<file path="config.mk">
export PLATFORM = sky130hd
export DESIGN_NAME = pc_trace_monitor
export DESIGN_NICKNAME = d
export VERILOG_FILES = /design/src/rtl/pc_trace_monitor.sv
export SDC_FILE = /design/constraint.sdc
export NUM_CORES = 1
export LEC_CHECK = 0
export CAP_MARGIN = 20
export CORE_MARGIN = 10
export CORE_UTILIZATION = 42
export DETAILED_ROUTE_END_ITERATION = 12
export GPL_ROUTABILITY_DRIVEN = 0
export SLEW_MARGIN = 0
export SYNTH_ARGS = -nofsm -noshare
export SYNTH_HDL_FRONTEND = slang
export SYNTH_SLANG_ARGS = --single-unit
</file>
<file path="constraint.sdc">
create_clock -name clk -period 5.4 [get_ports clk]
set_input_delay 1.08 -clock clk [delete_from_list [all_inputs] [get_ports clk]]
set_output_delay 1.08 -clock clk [all_outputs]
set_load 0.01 [all_outputs]
</file>
<file path="src/rtl/pc_trace_monitor.sv">
// Execution trace monitor: captures fetched PCs into a circular buffer until
// the program halts or the cycle budget runs out, then streams them oldest first.
module pc_trace_monitor #(
   parameter int DEPTH   = 16,
   parameter int TIMEOUT = 64
) (
   input  logic                    clk,
   input  logic                    reset,
   input  logic [31:0]             pc,
   input  logic [31:0]             inst,
   output logic                    running,
   output logic                    halted,
   output logic                    timed_out,
   output logic [15:0]             cycle_count,
   output logic [$clog2(DEPTH):0]  trace_count,
   output logic                    rd_valid,
   input  logic                    rd_ready,
   output logic [31:0]             rd_data,
   output logic                    rd_last
);

   localparam int PW = $clog2(DEPTH);
   localparam int CW = PW + 1;
   localparam logic [CW-1:0] LP_FULL = CW'(DEPTH);
   localparam logic [15:0]   LP_TO   = 16'(TIMEOUT);

   typedef enum logic [1:0] {
      S_RUN,
      S_DRAIN,
      S_DONE
   } state_t;

   state_t r_state;
   state_t w_state_nxt;

   logic [31:0]   r_mem [DEPTH];
   logic [PW-1:0] r_wr_ptr;
   logic [PW-1:0] r_rd_ptr;
   logic [CW-1:0] r_trace_count;
   logic [CW-1:0] r_remain;
   logic [15:0]   r_cycle_count;
   logic          r_halted;
   logic          r_timed_out;

   logic [PW-1:0] w_wr_inc;
   logic [CW-1:0] w_tc_inc;
   logic [15:0]   w_cc_inc;
   logic          w_halt;
   logic          w_tmo;
   logic          w_stop;
   logic          w_last;

   always_comb begin
      w_wr_inc = r_wr_ptr + PW'(1);
      w_cc_inc = r_cycle_count + 16'd1;
      w_tc_inc = (r_trace_count == LP_FULL) ? r_trace_count
                                            : r_trace_count + CW'(1);
      w_halt   = (inst == 32'h0);
      w_tmo    = (w_cc_inc == LP_TO);
      w_stop   = w_halt | w_tmo;
      w_last   = (r_remain == CW'(1));
   end

   always_ff @(posedge clk) begin
      if (reset) r_state <= S_RUN;
      else       r_state <= w_state_nxt;
   end

   always_comb begin
      w_state_nxt = r_state;
      running     = 1'b0;
      rd_valid    = 1'b0;
      rd_data     = 32'h0;
      rd_last     = 1'b0;
      unique case (r_state)
         S_RUN: begin
            running = 1'b1;
            if (w_stop) w_state_nxt = S_DRAIN;
         end
         S_DRAIN: begin
            rd_valid = 1'b1;
            rd_data  = r_mem[r_rd_ptr];
            rd_last  = w_last;
            if (rd_ready && w_last) w_state_nxt = S_DONE;
         end
         S_DONE: begin
            w_state_nxt = S_DONE;
         end
         default: w_state_nxt = S_RUN;
      endcase
   end

   always_ff @(posedge clk) begin
      if (!reset && r_state == S_RUN) r_mem[r_wr_ptr] <= pc;
   end

   always_ff @(posedge clk) begin
      if (reset) begin
         r_wr_ptr      <= '0;
         r_rd_ptr      <= '0;
         r_trace_count <= '0;
         r_remain      <= '0;
         r_cycle_count <= '0;
         r_halted      <= 1'b0;
         r_timed_out   <= 1'b0;
      end else begin
         unique case (r_state)
            S_RUN: begin
               r_wr_ptr      <= w_wr_inc;
               r_cycle_count <= w_cc_inc;
               r_trace_count <= w_tc_inc;
               if (w_stop) begin
                  // halt has priority when both stop causes coincide
                  r_halted    <= w_halt;
                  r_timed_out <= ~w_halt;
                  r_rd_ptr    <= (w_tc_inc < LP_FULL) ? '0 : w_wr_inc;
                  r_remain    <= w_tc_inc;
               end
            end
            S_DRAIN: begin
               if (rd_ready) begin
                  r_rd_ptr <= r_rd_ptr + PW'(1);
                  r_remain <= r_remain - CW'(1);
               end
            end
            default: begin
            end
         endcase
      end
   end

   assign halted      = r_halted;
   assign timed_out   = r_timed_out;
   assign cycle_count = r_cycle_count;
   assign trace_count = r_trace_count;

endmodule

</file>
Word-level counts from Yosys, hierarchy flattened --
Memories as Yosys holds them, arrays and structs flattened. A register that Yosys moved wholly into a read port is not among the register bits. Cells that the tools add are included.
Storage, ports and cells: flip-flop bits (word level) 38, memory bits (writable) 512, bits of input ports 67, output and inout port bits 58, word-level logic and storage cells 53, memories kept 1
Cells by class: add/sub/neg operators 5, order comparisons 1, eq/ne operators 8, muxes and demuxes 19, bitwise gates (word level) 2, reduce and logical (&&, ||, !) cells 9
Memory list:
- r_mem | words 16, bits a word 32, rd ports 1, clocked after Yosys merged registers in 1, write ports 1, RTL line 36 | logic [31:0] r_mem [DEPTH];
Operator list (count):
- $logic_not A32 Y1 | 1
- $mux W32 | 1
- $mux W4 | 5
- $add A16 B1 Y16 const B | 1
- $eq A16 B7 Y1 const B | 1
- $mux W5 | 3
- $pmux W5 S2 | 1
- $add A4 B1 Y4 const B | 2
- $pmux W4 S2 | 1
- $ne A2 B2 Y1 const B | 3
- $pmux W2 S3 | 1
- $add A5 B1 Y5 const B | 1
- $eq A5 B1 Y1 const B | 1
- $eq A5 B5 Y1 const B | 1
- $lt A5 B5 Y1 const B | 1
- $mux W1 | 5
- $sub A5 B1 Y5 const B | 1
- $mux W2 | 2
- $reduce_and A2 Y1 | 2
- $reduce_and A3 Y1 | 1
- $eq A2 B1 Y1 const B | 1
- $eq A2 B2 Y1 const B | 1
- $logic_and A1 B1 Y1 | 2
- $logic_not A2 Y1 | 1
- 4 further kinds | 4

Logic depth before layout (Yosys ltp) --
word-level depth 8, mapped depth 9, mapped depth without buffers 8

Worst setup path after synthesis --
No wires, ideal clock.
kind register to output, start reg (tool-made name), end out rd_data[11], data arrival time 2.320 ns, data required time 4.320 ns, slack 2.000 ns, stages on the path, launching flop included 6, buffers on the path 2, cell sequence dfxtp_1 > buf_2 > buf_1 > mux4_2 > mux4_2 > and2_1
RTL lines:
- to (decl) | RTL line 18 | output logic [31:0] rd_data,

==> run_results.csv <==
group,metric,value,unit
sta,relSlewSlack,26.9,%
sta,grt_setup_unrepaired,"false",
place,dp_hpwl,26900,um
yosys,synth_edf_count,512,
setup_path,startpoint_type,"register",
min_path,worstHoldStart,"timed_out$_SDFFE_PP0P_",
floorplan,coreArea,51500,sq um
clocking,htree_levels,2,
global_routing,grt_overflow,0,
setup_path,critPathArrivalTime,3.34,ns
yosys,ys_seq_area_share,74.0,%
floorplan,io-pin-count,125,
detailed_routing,via_per_inst,5.56,
sta,finalCritPeriodShare,81.8,%
setup_path,cp_max_fo,46,
yosys,synth.area.top_cells,"edfxtp_1 70%, mux4_2 16%, dfxtp_1 3.8%",
layout,drive_above_1_share,23.6,%
sta,tightest_slew,1.10,ns
detailed_routing,first_pass_iters,4,
global_routing,grt_pass1_wl,74400,um
setup_path,rrSetupSlack,2.55,ns
yosys,synth-seq-cells,554,
clocking,clk_pin_slew,0.06,ns
clocking,cts_resized,0,
floorplan,dieArea,61700,sq um
yosys,syn_nets,1136,
floorplan,start_util,42.5,%
clocking,numCtsBuffers,57,
pwr,peakVddDrop,243,uV
setup_path,r2r_start,"r_state[1]$_SDFFE_PP0P_",
setup_path,endpoint_kind,"output pin",
sta,fmax,226,MHz
layout,final_util,50.3,%
clocking,postCtsSetupRepairBufs,0,
global_routing,antenna_found_initial,4,
detailed_routing,drtAntennaViolNets,0,
global_routing,grt_max_degree,50,
layout,nets,1292,
clocking,ctsHoldBuffers,0,
clocking,cts.sinks,554,
run_status,status,"finished, final reports clean",
floorplan,die_h,248,um
global_routing,track_usage,16.3,%
place,portBuffers,124,
layout,diodes,0,
detailed_routing,drc,0,
flow_run,drv_cap,0,
pwr,leakagePower,7.96,nW
detailed_routing,first_iter_violations,968,
layout,fillers,4206,
yosys,synth_cell_types,50,
setup_path,critPathSlowestCell,"dfxtp_4",
layout,design_area,25900,sq um
yosys,synth_top_area_share,70.2,%
setup_path,slowest_delay,0.76,ns
sta,fin_setup_tns,0,ns
floorplan,die_x,248,um
yosys,synth_area_per_cell,20.7,sq um
clocking,cts_root_buffer,"clkbuf_16",
yosys,yosysTopAreaCell,"edfxtp_1",
layout,area_delta_synth_final,18.3,%
pwr,p_per_area,342,nW/um^2
clocking,insertion_delay,0.61,ns
setup_path,path_cells,"buf_12 > mux4_2 > mux4_2 > and2_1 > clkdlybuf4s50_1",
place,dpl_cell_area,24100,sq um
floorplan,rows,83,
yosys,postSynth.asyncResetShare,0,%
yosys,syn_inst,1057,
detailed_routing,vias,10800,
setup_path,path_common_cell,"mux4_2",
yosys,ys_warn_count,0,
sta,finalSetupViolCount,0,
detailed_routing,wl,49600,um
setup_path,crit_required,4.32,ns
min_path,hold_path_class,"reg2reg",
sta,finalCriticalPeriod,4.42,ns
yosys,synthesis.area,21900,sq um
setup_path,critPathKind,"reg2out",
yosys,synth_ff_type,"edfxtp_1",
detailed_routing,wl_per_cell,25.5,um
clocking,cts_buffer_depth,3,
global_routing,grt_pass1_vias,11400,
sta,drv_slew,0,
sta,skew,0.0135,ns
clocking,cts_tree,"done",
sta,hold_viol_final,0,
sequential cells by signal (all words and copies together) (netlist names), named ones only:
signal	count
r_wr_ptr	4
timed_out	1
halted	1
r_state	2
r_mem	512
trace_count	5
r_rd_ptr	4
r_remain	5
cycle_count	16
cell usage in the layout (no fill, tap or decap), types with 6 or more instances in the layout:
master	count
nand4_1	9
inv_1	15
and2_1	32
o21ai_0	10
and2_2	16
ha_1	11
buf_4	21
clkbuf_16	58
nor3_1	11
nor2_1	39
xnor2_1	15
nand3_1	18
nor4_1	10
clkdlybuf4s50_1	124
a21oi_1	9
clkinv_1	8
clkinv_2	12
mux2i_1	6
dfxtp_1	38
mux4_2	160
xor2_1	17
nand2_1	15
clkbuf_1	15
edfxtp_1	512
worst paths after layout:
check,endpoint,cells past startpoint
worst min register to register,timed_out$_SDFFE_PP0P_,2
worst min-delay path,timed_out$_SDFFE_PP0P_,2
worst max-delay path,rd_data[1],5
worst max register to register,r_mem[2][12]$_DFFE_PP_,6
power breakdown:
group	total, mW	leakage (nW)	switching (mW)	internal [mW]
registers	4.77	4.97	0.0220	4.75
clock network	3.86	0.901	1.59	2.26
logic	0.239	2.09	0.137	0.101
total	8.86	7.96	1.75	7.11
metal layers:
layer	GRT usage [%]	vias up	share of wire (%)	routed length (um)
met5	0	-	0.042	21
met4	4.22	4	1.7	843
met3	3.40	67	6.4	3150
met2	25.7	304	48	23800
li1	-	4679	-	-
met1	22.9	5733	44	21800
synth_stat cells (11+ instances only):
cell type and n:
nor2_1 39, buf_1 12, xor2_1 17, nand2_1 15, inv_1 15, clkbuf_1 33
xnor2_1 15, mux4_2 160, edfxtp_1 512, and2_1 48, nand3_1 18, ha_1 12
dfxtp_1 42, nor3_1 11
area by class of cell:
type	count	area, sq um	area share (%)
well taps	680	851	3.28
multi-input cells	435	5440	21.0
repair buffers	150	1500	5.79
flip-flops and latches	554	16200	62.6
inverters	15	56.3	0.217
clock inverters	29	273	1.05
clock buffers	77	1560	6.03
through the flow:
step,worst slack (ns),cells,power [mW],hold WS (ns)
after floorplan,2.00,1057,4.94,0.454
after global placement,1.58,1834,5.09,0.467
after detailed placement,1.58,1834,5.10,0.462
after CTS,0.919,1940,8.94,0.482
after global routing,0.865,1940,9.14,0.512
final,0.980,1940,8.86,0.473
critical path, delay by kind of cell (launching register included):
family        cells  cell delay (ns)
buf+inv           2             0.96
mux               2             0.81
flops             1             0.76
simple gates      1             0.18
cells by family after synthesis:
logic type / share of synthesized area [%]
buffers and inverters: 1.23
and+or+nand+nor: 4.42
muxes: 16.7
DFF: 74.0
xor gates and xnor gates: 1.28
AOI/OAI and AO/OA: 1.61
adders and majority gates: 0.686
(Power assumes the default switching activity.)
==> edit: new RTL, same settings <==
Change the parameter `DEPTH` from 16 to 64.
--- a/src/rtl/pc_trace_monitor.sv
+++ b/src/rtl/pc_trace_monitor.sv
@@ -1,7 +1,7 @@
 // Execution trace monitor: captures fetched PCs into a circular buffer until
 // the program halts or the cycle budget runs out, then streams them oldest first.
 module pc_trace_monitor #(
-   parameter int DEPTH   = 16,
+   parameter int DEPTH   = 64,
    parameter int TIMEOUT = 64
 ) (
    input  logic                    clk,
Interface: changed (resized trace_count); port bits go from 125 to 127. The function was not compared with the original's and may differ.
==> edit against the original RTL <==
First-iteration DRC count rose to 4.7 times the old value; final area increased to 3.6 times the old value; sequential cell count rose by 1546; routed wire length grew to 4.1 times the old value; worst setup slack worse by 0.87 ns; area after synthesis grew to 3.7 times the old value; clock power grew to 3.6 times the old value; maximum frequency is 16% lower; total power rose to 3.7 times the old value; sequential power rose to 3.8 times the old value; critical path type unchanged; largest power group unchanged.
==> edit: results (changes against the original RTL) <==
set qor(final_net_count) 3820 ;# +200%
set qor(largest_reg_flops) 2048 ;# +300%
set qor(synthXorXnorAreaFrac_pct) 0.4112 ;# -0.87 points
set qor(cts_max_level) 4 ;# +2
set qor(placed_instance_area_um2) 86650 ;# +260%
set qor(number_of_antenna_violations_at_the_first_check_in_global_routing) 23 ;# +19
set qor(r2r_slack_ns) 1.88 ;# -0.67 ns
set qor(critPathMaxFanout) 14 ;# -70%
set qor(global_route_wire_length_before_repair_mm) 291.5 ;# +290%
set qor(critical_path_arrival_ns) 4.21 ;# +0.87 ns
set qor(vias_in_the_first_global_route) 38480 ;# +240%
set qor(numCtsBuffers) 199 ;# +250%
set qor(synthAdderAreaFrac_pct) 0.1546 ;# -0.53 points
set qor(detail_route.iter0.violations) 4570 ;# +370%
set qor(final_layout_size_suffix_gt1_share_pct) 32.02 ;# +8.5 points
set qor(synth_edf_count) 2048 ;# +300%
set qor(cts_setup_buffers) 13 ;# +13
set qor(synth.distinct_cells) 52 ;# +4.0%
set qor(yosys_warnings) 0 ;# unchanged
set qor(place.detailed.hpwl_mm) 111.4 ;# +310%
set qor(max-slew-margin-rel_pct) 25.00 ;# -1.9 points
set qor(synth_async_sr_flop_share_pct) 0 ;# unchanged
set qor(buffer_ports.inserted) 126 ;# +1.6%
set qor(detail_route.vias_per_cell) 5.879 ;# +5.7%
set qor(post_synth_main_area_contributors) {edfxtp_1, mux4_2, dfxtp_1}
set qor(ys_seq_area_share_pct) 77.26 ;# +3.2 points
set qor(outcome) {completed}
set qor(cellLeakagePower_uw) 0.02800 ;# +250%
set qor(muxShareOfSynthArea_pct) 18.53 ;# +1.8 points
set qor(dominantRegCellSynth) {edfxtp_1}
set qor(clock-skew-final_ns) 0.02052 ;# +0.006980 ns
set qor(count_of_instances_resized_after_the_clock_tree_is_built) 14 ;# +14
set qor(clock_latency_ns) 0.85 ;# +0.24 ns
set qor(ir_drop_mv) 0.3838 ;# +58%
set qor(drt-total-wl_mm) 204.9 ;# +310%
set qor(drt-pass1-iter-count) 5 ;# +1
set qor(synth_compound_area_share_pct) 0.8672 ;# -0.74 points
set qor(fill_cells) 15170 ;# +260%
set qor(clock-root-buffer) {clkbuf_16}
set qor(grt_max_degree) 76 ;# +52%
set qor(multi_input_area_um2) 18080 ;# +230%
set qor(gr-usage-all-layers_pct) 19.21 ;# +2.9 points
set qor(syn_nets) 3476 ;# +210%
set qor(post_synth_most_frequent_cells) {edfxtp_1, mux4_2, nor2_1, clkbuf_1, buf_2}
-- edit: path summary, 6_finish.rpt --
check                            endpoint  cells after the start               startpoint
setup reg to reg  r_mem[28][21]$_DFFE_PP_                      6  r_state[1]$_SDFFE_PP0P_
setup / recovery              rd_data[13]                      7                flip-flop
hold reg to reg       halted$_SDFFE_PP0P_                      2      halted$_SDFFE_PP0P_
hold / removal        halted$_SDFFE_PP0P_                      2      halted$_SDFFE_PP0P_
-- edit: layer usage --
layer / track usage (%) / share of wire, % / wire length, um / vias to the layer above
met2: 31.61 / 50 / 101700 / 1517
met4: 5.322 / 2.5 / 5063 / 8
met1: 26.57 / 41 / 83790 / 20690
li1: - / - / - / 15370
met3: 3.320 / 6.9 / 14230 / 317
met5: 0 / 0.023 / 48 / -
-- edit: stage by stage --
step | hold WS [ns] | instances | setup slack [ns]
2_1_floorplan | 0.4723 | 3399 | 1.727
3_3_place_gp | 0.4466 | 6018 | 0.7059
3_5_place_dp | 0.4774 | 6018 | 0.7658
4_1_cts | 0.4876 | 6407 | 0.00004174
5_1_grt | 0.4950 | 6443 | 0.0009148
6_report | 0.4786 | 6447 | 0.1105
-- edit: cell type report --
type,instances,share of cell area [%]
clock buffers,249,5.601
diodes,8,0.02126
multi-input cells,1102,19.21
inverters,10,0.03987
flip-flops and latches,2100,66.45
clock inverters,122,1.247
repair buffers,330,4.082
well taps,2526,3.357
-- edit: power by group --
group	total [uW]	switching, uW	internal, uW	leakage (uW)
Clock	13900	5980	7960	0.00315
Sequential	18000	26.0	17900	0.0188
Combinational	534	382	152	0.00600
-- edit: worst max-delay path, stage by stage (launching register included) --
cell and delay [ns]:
dfxtp_4 0.47, buf_12 0.20, bufbuf_16 0.33, mux4_2 0.52
mux4_2 0.62, mux4_2 0.51, and2_1 0.19, clkdlybuf4s50_1 0.50
